[config.mk]
export PLATFORM = sky130hd
export DESIGN_NAME = onchip_flash_ctrl
export DESIGN_NICKNAME = d
export VERILOG_FILES = /design/src/rtl/onchip_flash_ctrl_pkg.sv /design/src/rtl/onchip_flash_line_buf.sv /design/src/rtl/onchip_flash_ctrl.sv
export SDC_FILE = /design/constraint.sdc
export NUM_CORES = 1
export LEC_CHECK = 0
export ABC_AREA = 1
export CAP_MARGIN = 20
export CORE_UTILIZATION = 30
export CTS_BUF_LIST = sky130_fd_sc_hd__clkbuf_4 sky130_fd_sc_hd__clkbuf_8 sky130_fd_sc_hd__clkbuf_16
export DETAILED_ROUTE_END_ITERATION = 8
export GPL_ROUTABILITY_DRIVEN = 0
export SETUP_SLACK_MARGIN = 0.05
export SYNTH_ARGS = -nofsm -noshare
export SYNTH_HDL_FRONTEND = slang
export SYNTH_SLANG_ARGS = --single-unit
[constraint.sdc]
create_clock -name clock -period 3.5 [get_ports clock]
set_input_delay 0.35 -clock clock [delete_from_list [all_inputs] [get_ports clock]]
set_output_delay 0.35 -clock clock [all_outputs]
set_load 0.005 [all_outputs]
[src/rtl/onchip_flash_ctrl_pkg.sv]
// Shared types and constants for the on-chip flash access controller.
// Optional line buffer is enabled with the ONCHIP_FLASH_LINE_BUF_EN macro.
package onchip_flash_ctrl_pkg;

    typedef enum logic [2:0] {
        IDLE,
        RD_REQ,
        RD_DATA,
        WR_REQ,
        WR_POLL,
        WR_WAIT,
        RESP
    } state_e;

    localparam logic CSR_STATUS  = 1'b0;
    localparam logic CSR_CONTROL = 1'b1;

    localparam int STATUS_BUSY_LSB = 0;
    localparam int STATUS_BUSY_MSB = 1;
    localparam int STATUS_WS       = 3;

    function automatic int burstcount_w(input int burst_len);
        return $clog2(burst_len) + 1;
    endfunction

endpackage

[src/rtl/onchip_flash_line_buf.sv]
// One-line read buffer (BURST_LEN words) with aligned tag, valid flag and
// write-hit invalidation; only instantiated when ONCHIP_FLASH_LINE_BUF_EN is set.
module onchip_flash_line_buf
    import onchip_flash_ctrl_pkg::*;
#(
    parameter int ADDR_WIDTH = 16,
    parameter int DATA_WIDTH = 32,
    parameter int BURST_LEN  = 2
) (
    input  logic                               clk_i,
    input  logic                               rst_i,
    input  logic [ADDR_WIDTH-1:0]              lookup_addr_i,
    output logic                               hit_o,
    output logic [DATA_WIDTH-1:0]              rdata_o,
    input  logic                               fill_en_i,
    input  logic [burstcount_w(BURST_LEN)-1:0] fill_idx_i,
    input  logic [DATA_WIDTH-1:0]              fill_data_i,
    input  logic                               fill_last_i,
    input  logic [ADDR_WIDTH-1:0]              fill_tag_i,
    input  logic                               inval_en_i,
    input  logic [ADDR_WIDTH-1:0]              inval_addr_i
);
    localparam int OFF_W = (BURST_LEN > 1) ? $clog2(BURST_LEN) : 1;
    localparam logic [ADDR_WIDTH-1:0] OFF_MASK = ADDR_WIDTH'(BURST_LEN - 1);

    logic [DATA_WIDTH-1:0] mem_q [BURST_LEN];
    logic [ADDR_WIDTH-1:0] tag_q, tag_d;
    logic                  valid_q, valid_d;
    logic [OFF_W-1:0]      rd_idx, wr_idx;

    assign rd_idx  = OFF_W'(lookup_addr_i & OFF_MASK);
    assign wr_idx  = OFF_W'(fill_idx_i);
    assign hit_o   = valid_q && ((lookup_addr_i & ~OFF_MASK) == tag_q);
    assign rdata_o = mem_q[rd_idx];

    always_comb begin
        valid_d = valid_q;
        tag_d   = tag_q;
        if (fill_en_i && fill_last_i) begin
            valid_d = 1'b1;
            tag_d   = fill_tag_i & ~OFF_MASK;
        end
        // A program into the buffered line makes the cached copy stale.
        if (inval_en_i && valid_q && ((inval_addr_i & ~OFF_MASK) == tag_q)) begin
            valid_d = 1'b0;
        end
    end

    always_ff @(posedge clk_i or posedge rst_i) begin
        if (rst_i) begin
            valid_q <= 1'b0;
            tag_q   <= '0;
        end else begin
            valid_q <= valid_d;
            tag_q   <= tag_d;
        end
    end

    always_ff @(posedge clk_i) begin
        if (fill_en_i) begin
            mem_q[wr_idx] <= fill_data_i;
        end
    end

endmodule

[src/rtl/onchip_flash_ctrl.sv]
// Request/response front end for the on-chip flash IP: burst reads, word programs
// with CSR status polling. Line buffer selected by ONCHIP_FLASH_LINE_BUF_EN.
module onchip_flash_ctrl
    import onchip_flash_ctrl_pkg::*;
#(
    parameter int ADDR_WIDTH   = 16,
    parameter int DATA_WIDTH   = 32,
    parameter int BURST_LEN    = 2,
    parameter int POLL_TIMEOUT = 4096
) (
    input  logic                               clock,
    input  logic                               reset,
    input  logic                               req_valid,
    output logic                               req_ready,
    input  logic                               req_write,
    input  logic [ADDR_WIDTH-1:0]              req_addr,
    input  logic [DATA_WIDTH-1:0]              req_wdata,
    output logic                               rsp_valid,
    output logic [DATA_WIDTH-1:0]              rsp_rdata,
    output logic                               rsp_error,
    output logic [ADDR_WIDTH-1:0]              avmm_data_addr,
    output logic                               avmm_data_read,
    output logic                               avmm_data_write,
    output logic [DATA_WIDTH-1:0]              avmm_data_writedata,
    output logic [burstcount_w(BURST_LEN)-1:0] avmm_data_burstcount,
    input  logic [DATA_WIDTH-1:0]              avmm_data_readdata,
    input  logic                               avmm_data_waitrequest,
    input  logic                               avmm_data_readdatavalid,
    output logic                               avmm_csr_addr,
    output logic                               avmm_csr_read,
    input  logic [31:0]                        avmm_csr_readdata
);
    localparam int CNT_W = burstcount_w(BURST_LEN);
    localparam int PC_W  = $clog2(POLL_TIMEOUT + 1);
    localparam logic [ADDR_WIDTH-1:0] OFF_MASK = ADDR_WIDTH'(BURST_LEN - 1);

    state_e                state_q, state_d;
    logic [CNT_W-1:0]      beat_q, beat_d;
    logic [PC_W-1:0]       poll_q, poll_d;
    logic                  err_q, err_d;
    logic [ADDR_WIDTH-1:0] addr_q, addr_d;
    logic [DATA_WIDTH-1:0] wdata_q, wdata_d;
    logic [DATA_WIDTH-1:0] rdata_q, rdata_d;
    logic                  buf_hit;
    logic [DATA_WIDTH-1:0] buf_rdata;
    logic                  unused_status;

    assign unused_status = ^{avmm_csr_readdata[31:4], avmm_csr_readdata[2]};

`ifdef ONCHIP_FLASH_LINE_BUF_EN
    logic fill_en, fill_last, inval_en;

    assign fill_en   = (state_q == RD_DATA) && avmm_data_readdatavalid;
    assign fill_last = (beat_q == CNT_W'(BURST_LEN - 1));
    assign inval_en  = (state_q == IDLE) && req_valid && req_ready && req_write;

    onchip_flash_line_buf #(
        .ADDR_WIDTH (ADDR_WIDTH),
        .DATA_WIDTH (DATA_WIDTH),
        .BURST_LEN  (BURST_LEN)
    ) u_line_buf (
        .clk_i         (clock),
        .rst_i         (reset),
        .lookup_addr_i (req_addr),
        .hit_o         (buf_hit),
        .rdata_o       (buf_rdata),
        .fill_en_i     (fill_en),
        .fill_idx_i    (beat_q),
        .fill_data_i   (avmm_data_readdata),
        .fill_last_i   (fill_last),
        .fill_tag_i    (addr_q),
        .inval_en_i    (inval_en),
        .inval_addr_i  (req_addr)
    );
`else
    assign buf_hit   = 1'b0;
    assign buf_rdata = '0;
`endif

    always_comb begin
        state_d              = state_q;
        beat_d               = beat_q;
        poll_d               = poll_q;
        err_d                = err_q;
        addr_d               = addr_q;
        wdata_d              = wdata_q;
        rdata_d              = rdata_q;
        req_ready            = 1'b0;
        rsp_valid            = 1'b0;
        rsp_rdata            = '0;
        rsp_error            = 1'b0;
        avmm_data_addr       = '0;
        avmm_data_read       = 1'b0;
        avmm_data_write      = 1'b0;
        avmm_data_writedata  = '0;
        avmm_data_burstcount = '0;
        avmm_csr_addr        = CSR_STATUS;
        avmm_csr_read        = 1'b0;
        case (state_q)
            IDLE: begin
                // Gated by reset so every output reads 0 while reset is held.
                req_ready = !reset;
                if (req_valid && req_ready) begin
                    addr_d  = req_addr;
                    wdata_d = req_wdata;
                    rdata_d = '0;
                    err_d   = 1'b0;
                    beat_d  = '0;
                    poll_d  = '0;
                    if (req_write) begin
                        state_d = WR_REQ;
                    end else if (buf_hit) begin
                        rdata_d = buf_rdata;
                        state_d = RESP;
                    end else begin
                        state_d = RD_REQ;
                    end
                end
            end
            RD_REQ: begin
                avmm_data_read       = 1'b1;
                avmm_data_addr       = addr_q & ~OFF_MASK;
                avmm_data_burstcount = CNT_W'(BURST_LEN);
                if (!avmm_data_waitrequest) state_d = RD_DATA;
            end
            RD_DATA: begin
                if (avmm_data_readdatavalid) begin
                    if (beat_q == CNT_W'(addr_q & OFF_MASK)) rdata_d = avmm_data_readdata;
                    beat_d = beat_q + 1'b1;
                    if (beat_q == CNT_W'(BURST_LEN - 1)) state_d = RESP;
                end
            end
            WR_REQ: begin
                avmm_data_write     = 1'b1;
                avmm_data_addr      = addr_q;
                avmm_data_writedata = wdata_q;
                if (!avmm_data_waitrequest) state_d = WR_POLL;
            end
            WR_POLL: begin
                avmm_csr_read = 1'b1;
                state_d       = WR_WAIT;
            end
            WR_WAIT: begin
                if (avmm_csr_readdata[STATUS_BUSY_MSB:STATUS_BUSY_LSB] != 2'b00) begin
                    poll_d = poll_q + 1'b1;
                    if (poll_d >= PC_W'(POLL_TIMEOUT)) begin
                        err_d   = 1'b1;
                        state_d = RESP;
                    end else begin
                        state_d = WR_POLL;
                    end
                end else begin
                    err_d   = ~avmm_csr_readdata[STATUS_WS];
                    state_d = RESP;
                end
            end
            RESP: begin
                rsp_valid = 1'b1;
                rsp_rdata = rdata_q;
                rsp_error = err_q;
                state_d   = IDLE;
            end
            default: state_d = IDLE;
        endcase
    end

    always_ff @(posedge clock or posedge reset) begin
        if (reset) begin
            state_q <= IDLE;
            beat_q  <= '0;
            poll_q  <= '0;
            err_q   <= 1'b0;
        end else begin
            state_q <= state_d;
            beat_q  <= beat_d;
            poll_q  <= poll_d;
            err_q   <= err_d;
        end
    end

    always_ff @(posedge clock) begin
        addr_q  <= addr_d;
        wdata_q <= wdata_d;
        rdata_q <= rdata_d;
    end

endmodule

==> results.sh <==
export IMPL_status="finished, final reports clean"
export IMPL_fin_hold_ws_ps=503
export IMPL_power_frac_comb_pct=31.7
export IMPL_cts_buffers=9
export IMPL_cts_resized=0
export IMPL_ff_latch_area_um2=2880
export IMPL_drc=0
export IMPL_ys_top_cells_by_area="edfxtp_1, nor2_1, inv_1"
export IMPL_power_switching_mw=1.24
export IMPL_holdCritPathClass="reg -> reg"
export IMPL_rrSetupSlack_ps=1470
export IMPL_die_area_um2=15400
export IMPL_synth_area_um2=4480
export IMPL_port_buffers=175
export IMPL_synth_edf_count=80
export IMPL_drt_pass1_iterations=5
export IMPL_tightest_slew_ps=736
export IMPL_postCtsSetupBuffers=0
export IMPL_synth_flop_cell="edfxtp_1"
export IMPL_cts_root_buffer="clkbuf_16"
export IMPL_crit_path_start_kind="flop"
export IMPL_fillers=1422
export IMPL_grt_max_degree=36
export IMPL_die_h_um=124
export IMPL_core_area_um2=14500
export IMPL_path_class="reg -> out"
export IMPL_io_pin_count=207
export IMPL_cts_max_path_buffers=2
export IMPL_synth_top_area_cell="edfxtp_1"
export IMPL_fin_cells=843
export IMPL_min_period_ps=2670
export IMPL_antenna_found_initial=0
export IMPL_powerDensity_nw_per_um2=600
export IMPL_clock_latency_ps=340
export IMPL_drtIter0Drc=158
export IMPL_grt_util_all_layers_pct=14.0
export IMPL_place_area_um2=6450
export IMPL_grt_pass1_vias=3645
export IMPL_p_seq_share_pct=44.5
export IMPL_p_clk_share_pct=23.8
export IMPL_seq_area_frac_synth_pct=64.2
export IMPL_min_path_cells=1
export IMPL_fin_skew_ps=5.40
export IMPL_startpoint="state_q[2]$_DFFE_PP0P_"
export IMPL_nets=774
export IMPL_r2r_cells=6
export IMPL_drv_slew=0
export IMPL_cts_tree="done"
export IMPL_wirelength_mm=10.2
export IMPL_placed_cells=827
export IMPL_netSwitchingFraction_pct=30.7
export IMPL_maxSlewHeadroom_pct=50.9
export IMPL_grt_overflow_total=0
export IMPL_internal_power_mw=2.80
export IMPL_r2r_end="wdata_q[13]$_DFFE_PP_"
export IMPL_final_hold_violation_count=0
export IMPL_cts_sinks=99
export IMPL_async_flop_share_pct=19.2
export IMPL_synthCells=477
export IMPL_min_from="poll_q[3]$_DFFE_PP0P_"
export IMPL_synth_warnings=0
export IMPL_synth_avg_cell_area_um2=9.40
export IMPL_maxCapViolations=0
export IMPL_clkTransAtPathRegs_ps=60
export IMPL_synth_most_common_cell="nor2_1"
export IMPL_num_rows=44
export IMPL_synth_cell_types=33
export IMPL_final_area_um2=6730
export IMPL_cts_max_level=3
export IMPL_rsz0062_at_grt="false"
export IMPL_utilization_pct=46.3
export IMPL_fmaxAchievable_ghz=0.375
export IMPL_yosysTopAreaCellShare_pct=53.6
export IMPL_r2r_start="state_q[2]$_DFFE_PP0P_"
export IMPL_synthTopCellsByCount="nor2_1, inv_1, edfxtp_1"
export IMPL_fin_tns_setup_ps=0
export IMPL_wl_per_cell_um=12.1
export IMPL_hold_end="poll_q[3]$_DFFE_PP0P_"
export IMPL_postRouteAntennaNets=0
export IMPL_endpoint_kind="output port"
export IMPL_multi_input_comb_area_um2=1030
export IMPL_irDropWorstVdd_v=0.000287
export IMPL_start_util_pct=30.8
export IMPL_setup_viol=0
export IMPL_p_leak_nw=2.94
export IMPL_timing_final_crit_share_pct=76.2
export IMPL_drive_above_1_share_pct=5.46
export IMPL_cts_hold_buf=0
export IMPL_synth_seq_cells=99
export IMPL_vias_per_cell=4.16
export IMPL_die_w_um=124
export IMPL_required_ps=3150
export IMPL_num_vias=3503
export IMPL_syn2layout_area_growth_pct=50.2
export IMPL_grt_pass1_wl_mm=17.3
export IMPL_arrival_ps=2320
export IMPL_diodes=0
export IMPL_dp_hpwl_mm=7.53
export IMPL_crit_fanout=34
## routing by layer
layer / wire, um / vias to the layer above / global-route usage (%)
met2: 4650 / 143 / 22.7
met1: 4550 / 1565 / 17.2
met4: 182 / 0 / 5.67
li1: - / 1782 / -
met5: 0 / - / 0
met3: 834 / 13 / 4.35
## area by class of cell
cell class	instances	area share, %
multi-input cells	229	15.4
clock inverters	7	0.874
repair buffers	179	26.7
well taps	184	3.42
clock buffers	9	3.35
inverters	136	7.59
flip-flops and latches	99	42.8
## cells by family after synthesis
logic type	after synthesis	share of synthesized area, %
flip-flops	99	64.2
XOR/XNOR	2	0.391
buffers and inverters	150	13.1
AND/OR/NAND/NOR	200	18.6
adder cells (fa/ha/maj)	2	0.558
multiplexers	1	0.223
AO/OA/AOI/OAI	22	2.88
other	1	0.0837
## placed cells by master (no fill, tap or decap), types with 2 or more instances in the layout
master / instances
nand2_1: 36
clkdlybuf4s50_1: 175
conb_1: 2
ha_1: 2
clkinv_1: 3
inv_2: 7
o211ai_1: 2
nor2_1: 132
edfxtp_1: 80
clkbuf_16: 9
clkinv_2: 2
dfrtp_1: 19
o21ai_0: 7
inv_1: 129
nand3_1: 12
nand2_4: 2
nor2_4: 2
a21oi_1: 4
nor2_2: 2
nand2_2: 3
xor2_1: 2
nor3_1: 5
buf_4: 3
a31oi_1: 2
o22ai_1: 3
nand4_1: 2
## power groups by stage
stage                     combinational [mW]  clock, mW  sequential (mW)
after CTS                               1.31       1.00             1.80
after detailed placement                1.31          0             1.83
after global placement                  1.28          0             1.81
after global routing                    1.45       1.04             1.83
final                                   1.28      0.960             1.80
after floorplan                        0.681          0             1.81
## critical path, stage by stage, from the launching register on
cell             delay (ps)
dfrtp_1                 430
inv_2                   100
nand2_1                  50
buf_4                   200
nor2_1                  160
inv_2                   260
nor2_1                  230
clkdlybuf4s50_1         530
## sequential cells by signal, indices dropped and copies added, names as in the netlist
signal   cells
rdata_q     32
wdata_q     32
addr_q      16
poll_q      13
state_q      3
beat_q       2
err_q        1
## how the worst max path moves through the flow
| stage | endpoint | slack, ps | cells past startpoint |
|---|---|---|---|
| global route | avmm_data_addr[0] | 620 | 7 |
| finish | avmm_data_addr[0] | 830 | 7 |
| CTS | avmm_data_addr[0] | 780 | 7 |
| global placement | avmm_data_addr[0] | 1160 | 7 |
| floorplan | rdata_q[0]$_SDFFCE_PP0P_ | 590 | 5 |
| detailed placement | avmm_data_addr[0] | 1180 | 7 |
## stage by stage
step | setup WS [ps] | power [mW]
global route | 622 | 4.32
floorplan | 594 | 2.49
detailed placement | 1180 | 3.13
CTS | 782 | 4.12
global placement | 1160 | 3.10
finish | 834 | 4.04
Note: power is estimated with default switching activity, not from simulation.
